File: config.mk
export PLATFORM = sky130hd
export DESIGN_NAME = rr_select_arbiter
export DESIGN_NICKNAME = d
export VERILOG_FILES = /design/src/rtl/rr_select_pkg.sv /design/src/rtl/rr_pick.sv /design/src/rtl/rr_select_arbiter.sv
export SDC_FILE = /design/constraint.sdc
export NUM_CORES = 1
export LEC_CHECK = 0
export ABC_AREA = 1
export CORE_ASPECT_RATIO = 0.9
export CORE_UTILIZATION = 44
export CTS_CLUSTER_DIAMETER = 50
export DETAILED_ROUTE_END_ITERATION = 16
export HOLD_SLACK_MARGIN = 0.03
export PLACE_DENSITY = 0.74
export SYNTH_ARGS = -nofsm -noshare
export SYNTH_HDL_FRONTEND = slang
export SYNTH_SLANG_ARGS = --single-unit
File: constraint.sdc
create_clock -name clk -period 1.85 [get_ports clk]
set_clock_uncertainty 0.1 [all_clocks]
set_input_delay 0.2775 -clock clk [delete_from_list [all_inputs] [get_ports clk]]
set_output_delay 0.2775 -clock clk [all_outputs]
set_load 0.02 [all_outputs]
File: src/rtl/rr_select_pkg.sv
// Shared types and constants for the round-robin select arbiter.
package rr_select_pkg;

  localparam int unsigned NUM_REQ = 4;
  localparam int unsigned SEL_W   = 2;
  localparam int unsigned CNT_W   = 8;

  typedef enum logic [1:0] {
    IDLE    = 2'b00,
    GRANT   = 2'b01,
    RELEASE = 2'b10
  } state_t;

  function automatic logic [NUM_REQ-1:0] idx_to_onehot(input logic [SEL_W-1:0] idx);
    logic [NUM_REQ-1:0] oh;
    oh      = '0;
    oh[idx] = 1'b1;
    return oh;
  endfunction

endpackage

File: src/rtl/rr_pick.sv
// Rotate-priority picker: first set request at or after ptr, wrapping modulo 4.
module rr_pick
  import rr_select_pkg::*;
(
  input  logic [NUM_REQ-1:0] req,
  input  logic [SEL_W-1:0]   ptr,
  output logic               found,
  output logic [SEL_W-1:0]   idx
);

  logic [NUM_REQ-1:0] rot;
  logic [SEL_W-1:0]   off;

  // rot[i] = req[(i + ptr) % 4], so bit 0 is always the highest priority.
  always_comb begin
    rot = '0;
    case (ptr)
      2'd0:    rot = req;
      2'd1:    rot = {req[0],   req[3:1]};
      2'd2:    rot = {req[1:0], req[3:2]};
      2'd3:    rot = {req[2:0], req[3]};
      default: rot = req;
    endcase
  end

  always_comb begin
    off = '0;
    casez (rot)
      4'b???1: off = 2'd0;
      4'b??10: off = 2'd1;
      4'b?100: off = 2'd2;
      4'b1000: off = 2'd3;
      default: off = 2'd0;
    endcase
  end

  assign found = |rot;
  assign idx   = ptr + off;

endmodule

File: src/rtl/rr_select_arbiter.sv
// Round-robin arbiter owning a 2-bit mux select bus and a registered shared output bit.
// Define ARB_TIMEOUT_EN to enforce the HOLD_CYCLES grant-length limit.
module rr_select_arbiter
  import rr_select_pkg::*;
#(
  parameter int unsigned HOLD_CYCLES = 4
) (
  input  logic               clk,
  input  logic               rst,
  input  logic [NUM_REQ-1:0] req,
  input  logic [NUM_REQ-1:0] data_in,
  output logic [NUM_REQ-1:0] grant,
  output logic [SEL_W-1:0]   sel,
  output logic               sel_valid,
  output logic               y,
  output logic               busy
);

  if (HOLD_CYCLES == 0 || HOLD_CYCLES > 255) begin : g_bad_hold
    $error("rr_select_arbiter: HOLD_CYCLES must be in 1..255");
  end

  state_t             state_q, state_d;
  logic [SEL_W-1:0]   ptr_q, ptr_d;
  logic [SEL_W-1:0]   sel_q, sel_d;
  logic [NUM_REQ-1:0] grant_q, grant_d;
  logic               sel_valid_q, sel_valid_d;
  logic               y_q, y_d;
  logic               pick_found;
  logic [SEL_W-1:0]   pick_idx;
  logic               hold_done;

  rr_pick u_pick (
    .req   (req),
    .ptr   (ptr_q),
    .found (pick_found),
    .idx   (pick_idx)
  );

`ifdef ARB_TIMEOUT_EN
  localparam logic [CNT_W-1:0] HOLD_LAST = CNT_W'(HOLD_CYCLES - 1);
  logic [CNT_W-1:0] cnt_q, cnt_d;
  assign hold_done = (cnt_q == HOLD_LAST);
`else
  assign hold_done = 1'b0;
`endif

  always_comb begin
    state_d     = state_q;
    ptr_d       = ptr_q;
    sel_d       = sel_q;
    grant_d     = grant_q;
    sel_valid_d = sel_valid_q;
    y_d         = sel_valid_q ? data_in[sel_q] : 1'b0;
`ifdef ARB_TIMEOUT_EN
    cnt_d       = cnt_q;
`endif
    case (state_q)
      IDLE: begin
        if (pick_found) begin
          sel_d       = pick_idx;
          grant_d     = idx_to_onehot(pick_idx);
          sel_valid_d = 1'b1;
          state_d     = GRANT;
`ifdef ARB_TIMEOUT_EN
          cnt_d       = '0;
`endif
        end
      end
      GRANT: begin
`ifdef ARB_TIMEOUT_EN
        if (cnt_q != '1) cnt_d = cnt_q + 1'b1;
`endif
        // A req drop coinciding with timeout is still a single exit.
        if (!req[sel_q] || hold_done) begin
          state_d     = RELEASE;
          grant_d     = '0;
          sel_valid_d = 1'b0;
        end
      end
      RELEASE: begin
        ptr_d       = sel_q + 1'b1;
        grant_d     = '0;
        sel_valid_d = 1'b0;
        state_d     = IDLE;
      end
      default: begin
        grant_d     = '0;
        sel_valid_d = 1'b0;
        state_d     = IDLE;
      end
    endcase
  end

  always_ff @(posedge clk) begin
    if (rst) begin
      state_q     <= IDLE;
      ptr_q       <= '0;
      sel_q       <= '0;
      grant_q     <= '0;
      sel_valid_q <= 1'b0;
      y_q         <= 1'b0;
`ifdef ARB_TIMEOUT_EN
      cnt_q       <= '0;
`endif
    end else begin
      state_q     <= state_d;
      ptr_q       <= ptr_d;
      sel_q       <= sel_d;
      grant_q     <= grant_d;
      sel_valid_q <= sel_valid_d;
      y_q         <= y_d;
`ifdef ARB_TIMEOUT_EN
      cnt_q       <= cnt_d;
`endif
    end
  end

  assign grant     = grant_q;
  assign sel       = sel_q;
  assign sel_valid = sel_valid_q;
  assign y         = y_q;
  assign busy      = (state_q == GRANT) || (state_q == RELEASE);

endmodule
# Word-level counts from Yosys, hierarchy flattened
# Index checks and enable logic that the tools add are counted.
# W data, S select, Z words.
# op_classes
addsub	2
n_lt_le_gt_ge	3
n_eq_ne	10
muxes	17
bitwise	1
reduce_logical	8
# op_table
op	n
$pmux W4 S4	1
$eq A2 B2 Y1 const B	4
$mux W4	2
$pmux W4 S2	1
$lt A2 B3 Y1 const B	2
$pmux W2 S3	1
$mux W1	5
$bmux W1 S2	2
$eq A2 B1 Y1 const B	2
$eq A4 B4 Y1 const B	1
$logic_not A2 Y1	2
$mux W2	2
$ne A2 B2 Y1 const B	2
$pmux W2 S2	1
$reduce_and A2 Y1	2
$reduce_or A4 Y1	1
$eq A3 B3 Y1 const B	1
$add A2 B1 Y2 const B	1
$add A2 B2 Y2	1
$demux W1 S2	1
$ge A2 B1 Y1 const B	1
$pmux W1 S2	1
$reduce_or A2 Y1	1
$logic_and A1 B1 Y1	1
other kinds (2)	2
# word_totals
ff_bits	12
input_bits	10
out_inout_bits	9
wordCells	47

# Longest topological paths before layout
# Gate-level depths: netlist of run 1.
# depth
word_depth	11
ltp_mapped	15
ltp_nobuf	15

# Cells and area by module
# A second synthesis of run 1 with hierarchy kept.
# unflattened
cells_unflattened	127
hier_area_um2	838.3
# modules_own_cells
module	n_inst	cells_per_inst	area_per_inst_um2	seq_area_each_um2
rr_select_arbiter	1	84	589.3	220.2
rr_pick	1	43	249.0	0.0

# Least setup slack after synthesis of run 1
# Ideal clock, no wire load.
# synth_timing
kind	reg2reg
from	reg ptr_q[0]
to	reg sel_q[1] (netlist: sel[1])
setup_ns	0.115
arrival_ns	1.801
required_ns	1.635
slack_ns	-0.166
stages_incl_launch_ff	13
path_buffers	1
synth_period_minus_slack_ns	2.016
path_cell_list	dfxtp_1 > buf_6 > nor2_1 > nand2_1 > nand2_2 > nand2_4 > o41ai_1 > ha_1 > xor2_1 > inv_1 > nand2_1 > nand2_2 > o21a_1
# synth_between
elab_chain_cells	5
elab_cells_between_ends	12
cone_classes	add/sub (1); eq/ne (6); mux (2); reduce/logical (3)
# synth_rtl
element	line_no	source
start, declared	rr_select_arbiter.sv:24	logic [SEL_W-1:0] ptr_q, ptr_d;
start signal, assigned	rr_select_arbiter.sv:108	ptr_q <= ptr_d;
$eq A2 B2 Y1, or another cell as far along	rr_pick.sv:17	case (ptr)
$pmux W4 S4	rr_pick.sv:17	
$eq A4 B4 Y1, or another cell as far along	rr_pick.sv:28	casez (rot)
$pmux W2 S3	rr_pick.sv:28	
$add A2 B2 Y2	rr_pick.sv:38	assign idx = ptr + off;
end signal, assigned	rr_select_arbiter.sv:109	sel_q <= sel_d;
end, declared	rr_select_arbiter.sv:25	logic [SEL_W-1:0] sel_q, sel_d;
# Parallel ways exist; a longest one is shown, timed or not.
# A chain may end at the register's enable or synchronous reset.

# Worst setup path after layout of run 1
# layout_timing
from	reg ptr_q[0]
to	reg grant_q[0] (netlist: grant[0])
# layout_between
elab_chain_cells	11
elab_cells_between_ends	20
cone_classes	add/sub (1); order compare (2); eq/ne (7); mux (6); reduce/logical (4)
# layout_rtl
element	line_no	source
$eq A2 B2 Y1, or another cell as far along	rr_pick.sv:17	
$pmux W4 S4	rr_pick.sv:17	
$eq A4 B4 Y1, or another cell as far along	rr_pick.sv:28	
$pmux W2 S3	rr_pick.sv:28	
$add A2 B2 Y2	rr_pick.sv:38	
$lt A2 B3 Y1 (implied by the code) / $ge A2 B1 Y1 (equally long branches)	rr_select_pkg.sv:17	oh[idx] = 1'b1;
$logic_and A1 B1 Y1 (implied by the code)	rr_select_pkg.sv:17	
$mux W1 (implied by the code)	rr_select_pkg.sv:17	
$demux W1 S2	rr_select_pkg.sv:17	
$mux W4	rr_select_arbiter.sv:60	if (pick_found) begin
$pmux W4 S2	rr_select_arbiter.sv:58	case (state_q)
end signal, assigned	rr_select_arbiter.sv:110	grant_q <= grant_d;
end, declared	rr_select_arbiter.sv:26	logic [NUM_REQ-1:0] grant_q, grant_d;
# Parallel ways exist; a longest one is shown, timed or not. The select of a mux whose other input is x is not followed.

==> metrics.csv, run 1 <==
stage,metric,value,unit
worst_setup_path,worst_setup_path_end_kind,flop,
layout,n_antenna_cell,0,
yosys,synthFlopType,dfxtp_1,
drt,detail_route.wl_per_cell,13.3,µm
timing,relSlewSlack,80.6,%
timing,finalSetupViolations,6,
grt,antenna_found_initial,0,
die,die_height,43.6,µm
timing,fmax,0.464,GHz
cts,clock_sinks,11,
layout,drive_above_1_share,35.0,%
timing,setup_ws,-0.305,ns
drt,first_pass_iters,4,
layout,multiInputGateArea,596,µm²
run_status,violations,negative setup slack,
layout,layout.nets,172,
yosys,seq_area_frac_synth,26.0,%
drt,wl,2.42,mm
power_and_ir_drop,p_total,2.17,mW
layout,syn2layout_area_growth,50.2,%
worst_setup_path,path_max_fanout,6,
yosys,yosys.cell_types.count,30,
run_status,outcome,"finished, violations left",
yosys,synth_area_leaders,"dfxtp_1 26%, nand2_1 8.4%, nand3_1 7.7%, ha_1 5.9%, inv_1 5.8%",
placement,dpl.hpwl,1.60,mm
cts,cts_max_level,1,
cts,tritoncts,done,
yosys,synth_seq_cells,11,
yosys,synth_cells,118,
timing,hold_viol_final,0,
power_and_ir_drop,cellPowerDensity,1710,nW/µm²
cts,cts.clk_slew.worst_paths,0.07,ns
grt,grt_use_total,26.0,%
power_and_ir_drop,leakage,0.574,nW
die,dieArea,2100,µm²
placement,portBuffers,18,
cts,clk_path_buf_depth,2,
layout,utilization,73.4,%
grt,grt_pass1_wl,3.91,mm
yosys,synth_top_area_cell,dfxtp_1,
worst_hold_path,hold_path_class,flop to flop,
cts,cts.hold.buffers_added,0,
drt,dr.first_iter.drc_count,23,
yosys,postSynthAreaPerCell,7.18,µm²
drt,drc,0,
yosys,synth_edf_count,0,
drt,vias_per_cell,5.22,
die,io_pins,19,
drt,via_count,945,
worst_setup_path,startpoint_type,flop,
worst_setup_path,crit_arrival,2.25,ns
layout,mostFrequentLayoutCells,"19 x buf_4, 18 x nand2_1, 13 x nand3_1, 13 x clkdlybuf4s50_1, 11 x inv_1",
die,start_util,48.8,%
timing,tightest_slew,0.291,ns
layout,design_area,1270,µm²
timing,period_share,116,%
yosys,synth_top_area_share,26.0,%
cts,clk_latency,0.26,ns
placement,placed_cell_area,1150,µm²
layout,n_fill_cell,135,
die,core-area,1730,µm²
drt,drtAntennaViolNets,0,
timing,slew_violations,0,
die,die_w,48.3,µm
grt,grt.overflow.total,0,
worst_setup_path,crit_start,ptr_q[0]$_SDFFE_PP0N_,
worst_setup_path,cp.required,1.94,ns
worst_setup_path,path_class,flop to flop,
worst_hold_path,hold_start,grant[3]$_SDFFE_PP0P_,
power_and_ir_drop,irDropWorstVdd,1.16,mV
timing,final.min_clock_period,2.15,ns
die,fp-row-count,14,
yosys,synthArstFlopShare,0,%
yosys,yosysWarnings,0,
yosys,syn_area,847,µm²
cts,cts_made_buffers,3,
placement,place_congestion,0.818,
timing,setup_tns,-1.36,ns
timing,rsz0062_at_grt,true,
job,maxCapViolations,0,
grt,grt_pass1_vias,923,
yosys,synth_nets,132,
layout,layout_commonest_cell,buf_4,
worst_setup_path,timing.rr.start,ptr_q[0]$_SDFFE_PP0N_,
grt,grt_start_max_net_pins,11,
cts,root_buffer,clkbuf_4,
layout,register_area,229,µm²
final timing paths:
kind	end	slack, ns	cells past startpoint
setup reg to reg	grant[0]$_SDFFE_PP0P_	-0.30	13
hold / removal	grant[3]$_SDFFE_PP0P_	0.38	2
hold reg to reg	grant[3]$_SDFFE_PP0P_	0.38	2
setup / recovery	grant[0]$_SDFFE_PP0P_	-0.30	13
timing repair:
action | in CTS | in global routing
gates cloned | 0 | 0
gates resized for setup | 15 | 5
pin swaps | 3 | 2
endpoints found under the setup margin | 7 | 9
setup buffers | 5 | 2
state kept, by name, summed over array words and instances, names as in the netlist:
| signal | count |
|---|---|
| y | 1 |
| ptr_q | 2 |
| sel | 2 |
| state_q | 2 |
| grant | 4 |
where the power goes:
part / switching [mW] / internal, mW / total, mW
Sequential: 0.0781 / 0.331 / 0.409
Clock: 0.0762 / 0.0831 / 0.159
Combinational: 0.883 / 0.723 / 1.61
layer usage:
layer  track usage [%]  share of wire, %  up-vias  wire [µm]
li1                  -                 -      475          -
met1              32.6                44      434       1050
met2              42.1                49       26       1200
met3              3.33               4.0       10         97
met4              13.3               2.9        0         71
met5                 0                 0        -          0
layout make-up:
class                   count  area share [%]
clock buffers               4            2.06
inverters                  14            4.13
multi-input cells          89            46.8
flip-flops and latches     11            18.0
well taps                  24            2.36
repair buffers             39            26.6
cell families (layout without fill, tap and decap cells):
| kind of cell | count (synthesis) | count (layout) | synth area share [%] |
|---|---|---|---|
| adders and majority gates | 4 | 4 | 5.91 |
| AOI/OAI and AO/OA | 24 | 24 | 18.8 |
| DFF | 11 | 11 | 26.0 |
| buffers and inverters | 18 | 57 | 9.90 |
| and+or+nand+nor | 60 | 60 | 38.4 |
| xor gates and xnor gates | 1 | 1 | 1.03 |
through the flow:
stage	hold WS (ns)	cells	worst slack, ns
2_1_floorplan	0.330	118	-0.118
3_3_place_gp	0.363	170	-0.554
3_5_place_dp	0.370	170	-0.661
4_1_cts	0.380	179	-0.251
5_1_grt	0.403	181	-0.442
6_report	0.375	181	-0.305
Yosys cell counts, types with 2 or more instances:
master	number
a21oi_1	8
nand3_1	13
nand2_4	2
nand4_1	2
dfxtp_1	11
o21ai_1	2
a21boi_0	2
nand2_2	5
nand2_1	19
a21oi_2	2
buf_6	2
nor2_1	11
nor2_4	2
inv_1	13
ha_1	4
nand3_2	3
o21ai_0	4
worst max-delay path, stage by stage, from the launching register on:
cell	delay, ns
dfxtp_4	0.38
buf_4	0.13
nor2_4	0.04
nand2_1	0.07
nand4_2	0.15
o41ai_4	0.34
ha_2	0.25
xor2_2	0.15
inv_1	0.05
nand2_1	0.07
nand2_2	0.10
nor2_1	0.12
nor2_1	0.04
nor2_1	0.10
(Power assumes the default switching activity.)
==> run 2, diff against run 1 <==
GPL_ROUTABILITY_DRIVEN = 0   (was not set)
==> results of run 2 <==
No change in the layout: final DEF, timing and power equal those of run 1.
==> run 3, diff against run 2 <==
CAP_MARGIN = 20   (was not set)
GPL_TIMING_DRIVEN = 0   (was not set)
==> run 3 against run 2 <==
Worst hold slack got worse by 0.12 ns. Worst setup slack better by 0.027 ns. Critical path depth shrank 1. Core utilization increased by 0.87 points. Wire length shrank 15%. The run still ends with negative setup slack left. Final cell count is 4.4% lower. Critical path type unchanged. Maximum frequency increased by 1.3%. Combinational power shrank 3%.
==> metrics.csv, run 3 (same netlist as run 1, synthesis figures left out) <==
stage,metric,value,unit
run_status,outcome,"finished, violations left",
run_status,violations,negative setup slack,
layout,n_antenna_cell,0,
die,dieArea,2100,µm²
timing,setup_tns,-1.23,ns
grt,grt_start_max_net_pins,10,
layout,layout_commonest_cell,nand2_1,
drt,detail_route.wl_per_cell,11.8,µm
die,fp-row-count,14,
grt,grt.overflow.total,0,
timing,slew_violations,0,
drt,vias_per_cell,5.06,
worst_hold_path,hold_path_class,input pin to flop,
cts,root_buffer,clkbuf_4,
grt,grt_use_total,21.9,%
layout,syn2layout_area_growth,52.0,%
power_and_ir_drop,irDropWorstVdd,1.24,mV
power_and_ir_drop,leakage,0.547,nW
worst_setup_path,path_cells,buf_6 -> nand3_2 -> nand2_2 -> nor2_4 -> o41ai_4 -> ha_2 -> xor2_2 -> o21ai_1 -> nand2_2 -> nor2_1 -> nor2_1 -> nor2_1,
worst_setup_path,cp_slowest_stage_delay,0.43,ns
placement,placed_cell_area,1070,µm²
placement,portBuffers,17,
drt,via_count,876,
die,die_w,48.3,µm
layout,layout.nets,164,
placement,dpl.hpwl,1.44,mm
timing,finalSetupViolations,6,
die,io_pins,19,
cts,cts_made_buffers,3,
die,start_util,48.8,%
drt,wl_met1,918,µm
cts,tritoncts,done,
cts,cts_max_level,1,
cts,cts.hold.buffers_added,0,
layout,largest_register_ffs,4,
grt,antenna_found_initial,0,
die,core-area,1730,µm²
timing,fmax,0.470,GHz
drt,routed-wl-met3,79,µm
cts,clk_path_buf_depth,2,
timing,rsz0062_at_grt,true,
drt,wl,2.05,mm
grt,grt_pass1_vias,782,
timing,relSlewSlack,75.5,%
timing,hold_viol_final,0,
cts,clk_latency,0.26,ns
drt,routed.top_layer,met4,
timing,final.min_clock_period,2.13,ns
die,die_height,43.6,µm
power_and_ir_drop,cellPowerDensity,1660,nW/µm²
drt,drtAntennaViolNets,0,
worst_setup_path,path_class,flop to flop,
cts,clock_sinks,11,
timing,setup_ws,-0.278,ns
worst_setup_path,cp.required,1.90,ns
worst_setup_path,crit_arrival,2.18,ns
worst_setup_path,path_max_fanout,6,
worst_setup_path,worst_setup_path_end_kind,flop,
drt,first_pass_iters,4,
layout,mostFrequentLayoutCells,"17 x nand2_1, 12 x clkdlybuf4s50_1, 11 x inv_1, 11 x nand3_2, 10 x nor2_1",
timing,period_share,115,%
drt,drc,0,
timing,tightest_slew,0.367,ns
timing,hold_slack,0.255,ns
worst_setup_path,timing.critical_path.mode_cell,nor2_1,
grt,grt_pass1_wl,3.33,mm
layout,design_area,1290,µm²
cts,cts.clk_slew.worst_paths,0.07,ns
drt,met2_wirelength,1.03,mm
worst_setup_path,startpoint_type,flop,
drt,dr.first_iter.drc_count,19,
layout,drive_above_1_share,36.2,%
worst_setup_path,crit_slowest_cell,dfxtp_4,
job,maxCapViolations,0,
[run 3: repair_timing]
| item | 4_1_cts | 5_1_grt |
|---|---|---|
| resized for setup | 21 | 8 |
| setup endpoints to repair | 7 | 7 |
| setup buffers | 7 | 1 |
| hold endpoints to repair | 0 | 0 |
| pin swaps | 12 | 7 |
| cloned | 2 | 0 |
[run 3: routing by layer]
layer | up-vias | track usage (%)
met3 | 2 | 1.67
met1 | 398 | 28.6
met2 | 20 | 36.0
met4 | 0 | 9.44
met5 | - | 0
li1 | 456 | -
[run 3: path summary, 6_finish.rpt]
path	from	to	slack (ns)	cells after the start
max reg2reg	ptr_q[1]$_SDFFE_PP0N_	grant[0]$_SDFFE_PP0P_	-0.28	12
min reg2reg	grant[2]$_SDFFE_PP0P_	grant[2]$_SDFFE_PP0P_	0.38	2
min	rst	grant[0]$_SDFFE_PP0P_	0.25	2
max	ptr_q[1]$_SDFFE_PP0N_	grant[0]$_SDFFE_PP0P_	-0.28	12
[run 3: final cells by class]
class	count	area (µm²)
buffer	4	35.0
fill	138	447
clock buffer	4	26.3
inverter	14	55.1
sequential	11	228
timing repair buffer	27	263
tap	24	30.0
multi-input combinational	89	651
[run 3: critical path: cells and delay by family (launching register included)]
kind | cells | cell delay, ns
xor+xnor | 1 | 0.16
simple gates | 7 | 0.54
flops | 1 | 0.43
compound gates | 2 | 0.43
fa+ha+maj | 1 | 0.24
buf+inv | 1 | 0.12
[run 3: report_power, final]
| group | internal [mW] | leakage, nW | total, mW | switching [mW] |
|---|---|---|---|---|
| clock network | 0.0833 | 0.0150 | 0.164 | 0.0811 |
| registers | 0.330 | 0.0916 | 0.413 | 0.0837 |
| logic | 0.705 | 0.441 | 1.56 | 0.854 |
| total | 1.12 | 0.547 | 2.14 | 1.02 |
[run 3: stage by stage]
stage	worst slack (ns)	cells	power [mW]	util, %
after floorplan	-0.118	118	1.36	-
after global placement	-0.620	159	1.63	61.5
after detailed placement	-0.664	159	1.66	61.5
after CTS	-0.258	172	2.05	71.4
after global routing	-0.392	173	2.31	74.2
final	-0.278	173	2.14	74.2
